[src/rtl/event_timestamp_fifo.sv]
// Timestamping FWFT event FIFO with valid/ready readout.
// Entries are {last, ts, event}; overflow is sticky with a saturating drop count.
module event_timestamp_fifo #(
  parameter int WIDTH    = 10,
  parameter int TS_WIDTH = 16,
  parameter int DEPTH    = 8,
  parameter int DROP_W   = 8
) (
  input  logic                        clk_i,
  input  logic                        reset_i,
  input  logic                        evt_valid_i,
  input  logic [WIDTH-1:0]            evt_data_i,
  input  logic                        grp_release_i,
  input  logic                        out_ready_i,
  output logic                        out_valid_o,
  output logic [WIDTH+TS_WIDTH:0]     out_data_o,
  output logic [$clog2(DEPTH):0]      level_o,
  output logic                        overflow_o,
  output logic [DROP_W-1:0]           drop_cnt_o,
  input  logic                        clr_ovf_i
);

  localparam int AW = $clog2(DEPTH);
  localparam int DW = WIDTH + TS_WIDTH + 1;
  localparam logic [AW:0] LP_FULL = (AW+1)'(DEPTH);

  logic [TS_WIDTH-1:0] r_ts;
  logic [AW-1:0]       r_wr_ptr;
  logic [AW-1:0]       r_rd_ptr;
  logic [AW:0]         r_count;
  logic                r_ovf;
  logic [DROP_W-1:0]   r_drop_cnt;
  logic [DW-1:0]       r_mem [DEPTH];

  logic                w_full;
  logic                w_empty;
  logic                w_push;
  logic                w_pop;
  logic                w_drop;
  logic [AW:0]         w_count_nxt;
  logic [DROP_W-1:0]   w_drop_inc;

  // Full/empty come from the occupancy count, never from pointer compare
  assign w_full  = (r_count == LP_FULL);
  assign w_empty = (r_count == '0);
  assign w_pop   = !w_empty && out_ready_i;
  assign w_push  = evt_valid_i && (!w_full || w_pop);
  assign w_drop  = evt_valid_i && w_full && !w_pop;

  always_comb begin
    w_count_nxt = r_count;
    unique case ({w_push, w_pop})
      2'b10:   w_count_nxt = r_count + (AW+1)'(1);
      2'b01:   w_count_nxt = r_count - (AW+1)'(1);
      default: w_count_nxt = r_count;
    endcase
  end

  assign w_drop_inc = (r_drop_cnt == '1) ? r_drop_cnt
                                         : r_drop_cnt + DROP_W'(1);

  always_ff @(posedge clk_i or posedge reset_i) begin
    if (reset_i) begin
      r_ts     <= '0;
      r_wr_ptr <= '0;
      r_rd_ptr <= '0;
      r_count  <= '0;
    end else begin
      r_ts    <= r_ts + TS_WIDTH'(1);
      r_count <= w_count_nxt;
      if (w_push)
        r_wr_ptr <= r_wr_ptr + AW'(1);
      if (w_pop)
        r_rd_ptr <= r_rd_ptr + AW'(1);
    end
  end

  // A drop in the same cycle as a clear restarts the count at one
  always_ff @(posedge clk_i or posedge reset_i) begin
    if (reset_i) begin
      r_ovf      <= 1'b0;
      r_drop_cnt <= '0;
    end else if (w_drop) begin
      r_ovf      <= 1'b1;
      r_drop_cnt <= clr_ovf_i ? DROP_W'(1) : w_drop_inc;
    end else if (clr_ovf_i) begin
      r_ovf      <= 1'b0;
      r_drop_cnt <= '0;
    end
  end

  always_ff @(posedge clk_i) begin
    if (w_push)
      r_mem[r_wr_ptr] <= {grp_release_i, r_ts, evt_data_i};
  end

  assign out_valid_o = !w_empty;
  assign out_data_o  = r_mem[r_rd_ptr];
  assign level_o     = r_count;
  assign overflow_o  = r_ovf;
  assign drop_cnt_o  = r_drop_cnt;

endmodule

[config.mk]
export PLATFORM = sky130hd
export DESIGN_NAME = event_timestamp_fifo
export DESIGN_NICKNAME = d
export VERILOG_FILES = /design/src/rtl/event_timestamp_fifo.sv
export SDC_FILE = /design/constraint.sdc
export NUM_CORES = 1
export LEC_CHECK = 0
export ABC_CLOCK_PERIOD_IN_PS = 6600
export BUFFER_PORTS_ARGS = -buffer_cell sky130_fd_sc_hd__clkbuf_2
export CAP_MARGIN = 5
export CORE_UTILIZATION = 55
export CTS_BUF_LIST = sky130_fd_sc_hd__clkbuf_2
export DETAILED_ROUTE_END_ITERATION = 10
export GPL_TIMING_DRIVEN = 0
export PLACE_DENSITY = 0.73
export SKIP_LAST_GASP = 1
export SYNTH_ARGS = -nofsm -noshare
export SYNTH_HDL_FRONTEND = slang
export SYNTH_SLANG_ARGS = --single-unit
[constraint.sdc]
create_clock -name clk_i -period 6.6 [get_ports clk_i]
set_clock_uncertainty 0.05 [all_clocks]
set_input_delay 0.66 -clock clk_i [delete_from_list [all_inputs] [get_ports clk_i]]
set_output_delay 0.66 -clock clk_i [all_outputs]
set_load 0.01 [all_outputs]
* Word-level counts from Yosys, hierarchy flattened
Memory sizes are Yosys's and may differ from the RTL's.
Index checks and enable logic that the tools add are counted.
Widths: inputs -> output; s select.
** Cells by class
- Equality and inequality tests :: 5
- Bitwise gates (word level) :: 0
- Multiplexer cells :: 9
- Multiply operators :: 0
- Div/mod/pow operators :: 0
- Shift operators :: 0
- Reductions and logical operators :: 12
- Magnitude comparators :: 0
- Add/subtract/negate cells :: 6
** Operators with widths (count)
- $mux 8 :: 4
- $add 16x1->16 const B :: 1
- $add 8x1->8 const B :: 1
- $eq 8x8->1 const B :: 1
- $pmux 4 s2 :: 1
- $add 3x1->3 const B :: 2
- $add 4x1->4 const B :: 1
- $eq 4x4->1 const B :: 1
- $logic_and 1x1->1 :: 4
- $logic_not 4->1 :: 1
- $mux 1 :: 4
- $reduce_bool 2->1 :: 2
- $sub 4x1->4 const B :: 1
- $logic_not 1->1 :: 3
- $eq 2x1->1 const B :: 1
- $eq 2x2->1 const B :: 1
- $ne 2x2->1 const B :: 1
- $reduce_and 2->1 :: 1
- $logic_or 1x1->1 :: 1
** Word-level totals
- Memories kept :: 1
- Bits in registers :: 35
- ROM bits :: 0
- Output and inout bits :: 41
- Logic and storage cells :: 39
- Bits of input ports :: 16
- Bits in writable memories :: 216
- Latch bits :: 0
** Memory list
- r_mem :: words 8, width 27, rd ports 1, clocked after memory_dff 0, write ports 1, line 33 : logic [DW-1:0] r_mem [DEPTH];

* Logic depth before layout (Yosys ltp)
Gate-level depths: netlist (run 1).
- Word-level depth :: 7
- Depth in mapped cells :: 8
- Gate-level depth less buffers :: 7

* Worst setup path before layout (run 1)
No wires, ideal clock.
- Path type :: in2reg
- Start point :: in out_ready_i
- End point :: mem r_mem[0][0] in the netlist's numbering (enable)
- Library setup time :: 0.445 ns
- Cell stages on the path :: 5
- Buffers on the path :: 1
- Data required time :: 6.105 ns
- Data arrival time :: 3.275 ns
- Setup slack :: 2.830 ns
- Cells stage by stage :: buf_2 nor2b_1 a21boi_0 nand2b_1 nor3_1
** Between the ends
- Longest elaborated chain between the ends :: 5
** RTL lines
- start, declared :: line 14 : input logic out_ready_i,
- $logic_and 1x1->1 :: line 46 : assign w_pop = !w_empty && out_ready_i;
- $logic_or 1x1->1 :: line 47 : assign w_push = evt_valid_i && (!w_full || w_pop);
- $logic_and 1x1->1 :: line 47
- $mux 1 :: line 93 : if (w_push)
- $mux 1 (implied by the code) :: line 94 : r_mem[r_wr_ptr] <= {grp_release_i, r_ts, evt_data_i};
- end, declared :: line 33
No other way between the ends.

* Final worst setup path (run 1)
- Start point :: reg r_rd_ptr[1]
- End point :: out out_data_o[19]
** Between the ends
- Longest elaborated chain between the ends :: 1
** RTL lines
- start, declared :: line 29 : logic [AW-1:0] r_rd_ptr;
- start signal, assigned :: line 74 : r_rd_ptr <= r_rd_ptr + AW'(1);
- $mem_v2 8x27
- end, declared :: line 16 : output logic [WIDTH+TS_WIDTH:0] out_data_o,
No other way between the ends.

==> results of run 1 <==
[area by class of cell]
| class | instances | area, sq um |
|---|---|---|
| Inverter | 5 | 18.8 |
| Sequential cell | 251 | 7360 |
| Clock inverter | 18 | 103 |
| Antenna cell | 1 | 2.50 |
| Fill cell | 1172 | 6110 |
| Multi-Input combinational cell | 208 | 2390 |
| Tap cell | 225 | 282 |
| Timing Repair Buffer | 72 | 563 |
| Clock buffer | 88 | 440 |
| Buffer | 19 | 88.8 |
[cells in the final DEF, fill, tap and decap left out, types with 2 or more instances in the layout]
master	netlist	layout
a21oi_1	7	7
and3_1	2	2
buf_12	0	4
buf_16	0	3
buf_2	8	8
buf_6	1	5
buf_8	0	2
clkbuf_1	9	9
clkbuf_2	0	141
clkinv_1	0	14
clkinvlp_4	0	2
dfrtp_1	35	35
dlygate4sd3_1	0	6
edfxtp_1	216	216
ha_1	5	5
inv_1	5	5
mux2_2	28	28
mux4_2	54	54
nand2_1	21	21
nand2b_1	4	4
nand3_1	11	11
nand3b_1	2	2
nand4_1	2	2
nor2_1	15	9
nor2_4	0	6
nor3_1	7	5
nor3_2	0	2
nor4_1	3	3
o21ai_0	3	3
o31ai_1	2	2
or4_1	3	3
xnor2_1	15	15
xor2_1	5	5
[where the power goes]
part	switching, mW	internal [mW]
Sequential	0.0713	1.89
Clock	0.575	0.394
Combinational	0.684	0.655
[per-stage QoR]
step           hold slack [ns]  setup slack, ns  cell area, sq um  power [mW]
6_report                0.0754             2.64             11200        4.27
4_1_cts                0.00406             2.57             11200        4.33
2_1_floorplan            0.434             2.83              9800        2.88
5_1_grt                0.00331             2.50             11200        4.49
3_5_place_dp             0.474             3.50             10600        3.35
3_3_place_gp             0.450            0.888             10400        3.27
[worst paths after layout]
check	startpoint	to	slack [ns]	cells past startpoint
setup / recovery	r_rd_ptr[1]	out_data_o[19]	2.64	5
hold / removal	evt_data_i[7]	r_mem[2][7]	0.08	1
setup reg to reg	level_o[2]	r_mem[0][19]	3.93	6
hold reg to reg	overflow_o	overflow_o	0.48	2
max in group asynchronous	reset_i	r_ts[14]	5.53	4
min in group asynchronous	reset_i	level_o[2]	0.41	3
[critical path, cell delays in order, from the launching register on]
cell and delay (ns):
dfrtp_1 0.37, clkbuf_1 0.51, clkbuf_1 0.68, mux4_2 0.42, mux2_2 0.31, clkbuf_2 0.14
[what timing repair did]
action | in CTS | in global routing
hold buffers | 6 | 0
endpoints found under the hold margin | 35 | 0
resized for setup | 0 | 0
[state kept, by name, summed over array words and instances, names as in the netlist]
name and cells:
drop_cnt_o 8, r_rd_ptr 3, r_wr_ptr 3, level_o 4
overflow_o 1, r_mem 216, r_ts 16
[per-layer routing]
layer / routed length (microns) / GRT usage, % / up-vias
li1: - / - / 2266
met1: 7550 / 27.2 / 2593
met2: 9830 / 37.2 / 176
met3: 990 / 4.83 / 37
met4: 328 / 8.11 / 0
met5: 0 / 0 / -
[cell families (layout without fill, tap and decap cells)]
group / Yosys count / in the layout
multiplexers: 83 / 83
flip-flops: 251 / 251
adder cells (fa/ha/maj): 5 / 5
XOR/XNOR: 20 / 20
AND/OR/NAND/NOR: 76 / 76
buffers and inverters: 24 / 202
other: 0 / 1
AO/OA/AOI/OAI: 24 / 24
==> qor.yml, run 1 <==
min_path:
  min_path_type: "in2reg"
setup_path:
  worstPathArrival_ns: 3.25
  cp-start-kind: "register"
  required_ns: 5.89
  cp-end-kind: "output pin"
  cp_max_fo: 10
  path_class: "reg2out"
floorplan:
  initial_core_util_pct: 56.5
  die_y_microns: 136
  dieWidth_microns: 136
  rows: 48
  die-area_sq_um: 18400
  core_sq_um: 17400
  ioPinCount: 57
yosys:
  yosys-top-cells-count: "edfxtp_1 (216), mux4_2 (54), dfrtp_1 (35)"
  ys_seq_elements: 251
  synth.largest_area_cell: "edfxtp_1"
  postSynthCellCount: 483
  synth.most_common_cell: "edfxtp_1"
  yosys.area_share.adder_pct: 0.638
  ys_warn_count: 0
  ys_seq_area_share_pct: 75.1
  syn_area_per_cell_sq_um: 20.3
  ys_top_cells_by_area: "edfxtp_1 (66%), mux4_2 (12%), dfrtp_1 (8.9%), mux2_2 (3.2%), xnor2_1 (1.3%)"
  synth_ff_type: "edfxtp_1"
  synthMuxAreaShare_pct: 15.7
  synth_top_family_by_area: "multiplexers"
  synth_nets: 504
  yosys.area_share.simple_pct: 3.94
  synth-xor-area-share_pct: 1.79
  async_reset_ff_share_pct: 13.9
  synth_top_area_share_pct: 66.2
  yosysUniqueCellTypes: 44
  synth_compound_gate_area_share_pct: 1.72
  synth_area_sq_um: 9800
  synth_edf_count: 216
power:
  p_leak_nw: 4.01
  cellPowerDensity_nw_per_um2: 379
  ir_drop_v: 0.000158
sta:
  worstMarginPinSlew_ns: 0.829
  slew_headroom_pct: 44.3
  finalSetupTns_ns: 0
  rsz0062_at_grt: "false"
  setup_viol: 0
  period_needed_ns: 3.96
  fin_crit_sh_pct: 59.9
  slew_violations: 0
  finalHoldViolCount: 0
  clock.fmax_mhz: 253
global_routing:
  grt_usage_pct: 21.7
  antenna_found_initial: 1
  first_global_vias: 5242
  grt_pass1_wl_mm: 28.7
  grt-ovfl-total: 0
  grt_max_degree: 23
drt:
  via_per_inst: 5.72
  drt.antenna.violating_nets: 0
  wl_per_cell_microns: 21.1
  dr_total_vias: 5072
  drc_errors: 0
  drt-initial-drc-count: 353
  firstDrtPassIters: 5
  wl_mm: 18.7
clocking:
  path_clk_slew_ns: 0.11
  insertion_delay_ns: 0.83
  cts.htree.levels: 2
  clock-sinks: 251
  cts_made_buffers: 58
  post_cts_buffers: 0
  cts_buffer_depth: 3
  cts_tree: "yes"
  root_buffer: "clkbuf_2"
placed_design:
  dp_hpwl_mm: 11.5
  io_buffers: 53
  dp_cells: 774
  place.gp.congestion: 0.741
layout:
  fin_cells: 887
  layout-drive-gt1-share_pct: 39.8
  fin_util_pct: 64.8
  area_growth_pct: 14.7
  nNetsFinal: 636
flow_run:
  cap_violations: 0
outcome:
  status: "finished, final reports clean"
No activity file was read; power rests on OpenSTA's default activity.
==> run 2: changes to the inputs <==
ABC_CLOCK_PERIOD_IN_PS = 3500   (was 6600)
PLACE_DENSITY = 0.76   (was 0.73)
clock period = 3.5 ns   (was 6.6 ns; I/O delays follow)
==> qor.yml, run 2 (synthesis results as in run 1) <==
floorplan:
  die-area_sq_um: 18400  # unchanged
  rows: 48  # unchanged
  dieWidth_microns: 136  # unchanged
  core_sq_um: 17400  # unchanged
  die_y_microns: 136  # unchanged
  ioPinCount: 57  # unchanged
  initial_core_util_pct: 56.5  # unchanged
placed_design:
  io_buffers: 53  # unchanged
  dp_hpwl_mm: 11.6  # +0.36%
  place.gp.congestion: 0.725  # -2.0%
clocking:
  cts.htree.levels: 2  # unchanged
  insertion_delay_ns: 0.82  # about the same
  path_clk_slew_ns: 0.11  # about the same
  cts_tree: "yes"
  clock-sinks: 251  # unchanged
  root_buffer: "clkbuf_2"
  cts_made_buffers: 58  # unchanged
  cts_buffer_depth: 3  # unchanged
sta:
  period_needed_ns: 3.31
  slew_violations: 0  # unchanged
  fin_crit_sh_pct: 94.5
  worstMarginPinSlew_ns: 1.01  # +0.184 ns
  finalSetupTns_ns: 0  # unchanged
  clock.fmax_mhz: 302
  finalHoldViolCount: 0  # unchanged
  setup_viol: 0  # unchanged
  slew_headroom_pct: 32.3  # -12 points
  whs_ns: 0.176  # +0.101 ns
flow_run:
  cap_violations: 0  # unchanged
drt:
  wl_per_cell_microns: 20.8  # -1.4%
  dr_total_vias: 5116  # +0.87%
  firstDrtPassIters: 5  # unchanged
  via_per_inst: 5.70  # -0.37%
  drc_errors: 0  # unchanged
  drt-initial-drc-count: 368  # +4.2%
  wl_mm: 18.7  # -0.20%
  drt.antenna.violating_nets: 0  # unchanged
layout:
  final.fill_count: 1175  # +0.26%
  regArea_sq_um: 7360  # unchanged
  largest_reg_flops: 216  # unchanged
  multi_input_area_sq_um: 2400  # +0.26%
  nNetsFinal: 645  # +1.4%
  final_common_cell: "edfxtp_1"
  final_cell_mix: "edfxtp_1 (216), clkbuf_2 (142), mux4_2 (54), dfrtp_1 (35), mux2_2 (28)"
  area_growth_pct: 15.7
  layout-drive-gt1-share_pct: 39.3  # -0.50 points
  regMostFlops: "r_mem"
power:
  cellPowerDensity_nw_per_um2: 704  # +86%
  ir_drop_v: 0.000351  # +120%
  total_power_mw: 7.99  # +87%
  p_leak_nw: 4.07  # +1.4%
global_routing:
  grt_pass1_wl_mm: 29.1  # +1.2%
  antenna_found_initial: 1  # unchanged
  grt_usage_pct: 21.9  # +0.15 points
  grt_max_degree: 25  # +8.7%
  first_global_vias: 5368  # +2.4%
  grt-ovfl-total: 0  # unchanged
setup_path:
  cp_max_fo: 10  # unchanged
  worstPathArrival_ns: 2.91  # -0.34 ns
  required_ns: 3.10  # -2.79 ns
  cp-start-kind: "register"
  cp-end-kind: "output pin"
  path_class: "reg2out"
min_path:
  min_path_type: "in2async"
outcome:
  status: "finished, final reports clean"
## run 2: worst paths after layout
path | cells past startpoint | endpoint | slack, ns | from
setup / recovery | 5 | out_data_o[4] | 0.19 | r_rd_ptr[0]
hold / removal | 3 | drop_cnt_o[5] | 0.18 | reset_i
setup reg to reg | 5 | r_mem[0][9] | 0.48 | level_o[3]
hold reg to reg | 2 | overflow_o | 0.50 | overflow_o
max in group asynchronous | 4 | r_ts[10] | 2.65 | reset_i
min in group clk_i | 2 | r_mem[5][7] | 0.31 | evt_data_i[7]
## run 2: layout make-up
class / count / share of cell area [%]
Sequential cell: 251 / 64.9
Buffer: 19 / 0.926
Multi-Input combinational cell: 208 / 21.1
Tap cell: 225 / 2.48
Timing Repair Buffer: 81 / 5.87
Clock inverter: 24 / 0.849
Clock buffer: 84 / 3.70
Antenna cell: 1 / 0.0221
Inverter: 5 / 0.165
## run 2: report_power, final
| group | switching [mW] | leakage, nW | internal, mW | total (mW) |
|---|---|---|---|---|
| registers | 0.146 | 2.46 | 3.56 | 3.71 |
| logic | 1.29 | 1.21 | 1.26 | 2.55 |
| clock network | 1.08 | 0.401 | 0.652 | 1.73 |
| total | 2.52 | 4.07 | 5.47 | 7.99 |
## run 2: critical path: stages (launching register included)
cell,delay [ns]
dfrtp_1,0.38
buf_2,0.33
buf_2,0.42
mux4_2,0.58
mux2_2,0.27
clkbuf_2,0.12
## run 2: repair_timing
item	in CTS	in global routing
endpoints found under the setup margin	27	22
hold endpoints to repair	133	0
setup buffers	0	0
gates resized for setup	5	4
hold buffers	17	0
## run 2: per-stage QoR
| stage | setup slack (ns) | std cells | utilization (%) | instance area [sq um] |
|---|---|---|---|---|
| 2_1_floorplan | 0.0141 | 483 | - | 9810 |
| 3_3_place_gp | -1.70 | 761 | 59.7 | 10400 |
| 3_5_place_dp | 0.488 | 772 | 61.3 | 10600 |
| 4_1_cts | 0.0244 | 897 | 65.3 | 11300 |
| 5_1_grt | -0.00471 | 898 | 65.4 | 11300 |
| 6_report | 0.194 | 898 | 65.4 | 11300 |
## run 2: layer usage
| layer | track usage (%) | vias to the layer above | routed length, microns |
|---|---|---|---|
| met2 | 38.3 | 149 | 10100 |
| li1 | - | 2291 | - |
| met5 | 0 | - | 0 |
| met1 | 26.9 | 2651 | 7440 |
| met3 | 5.16 | 25 | 865 |
| met4 | 6.99 | 0 | 267 |
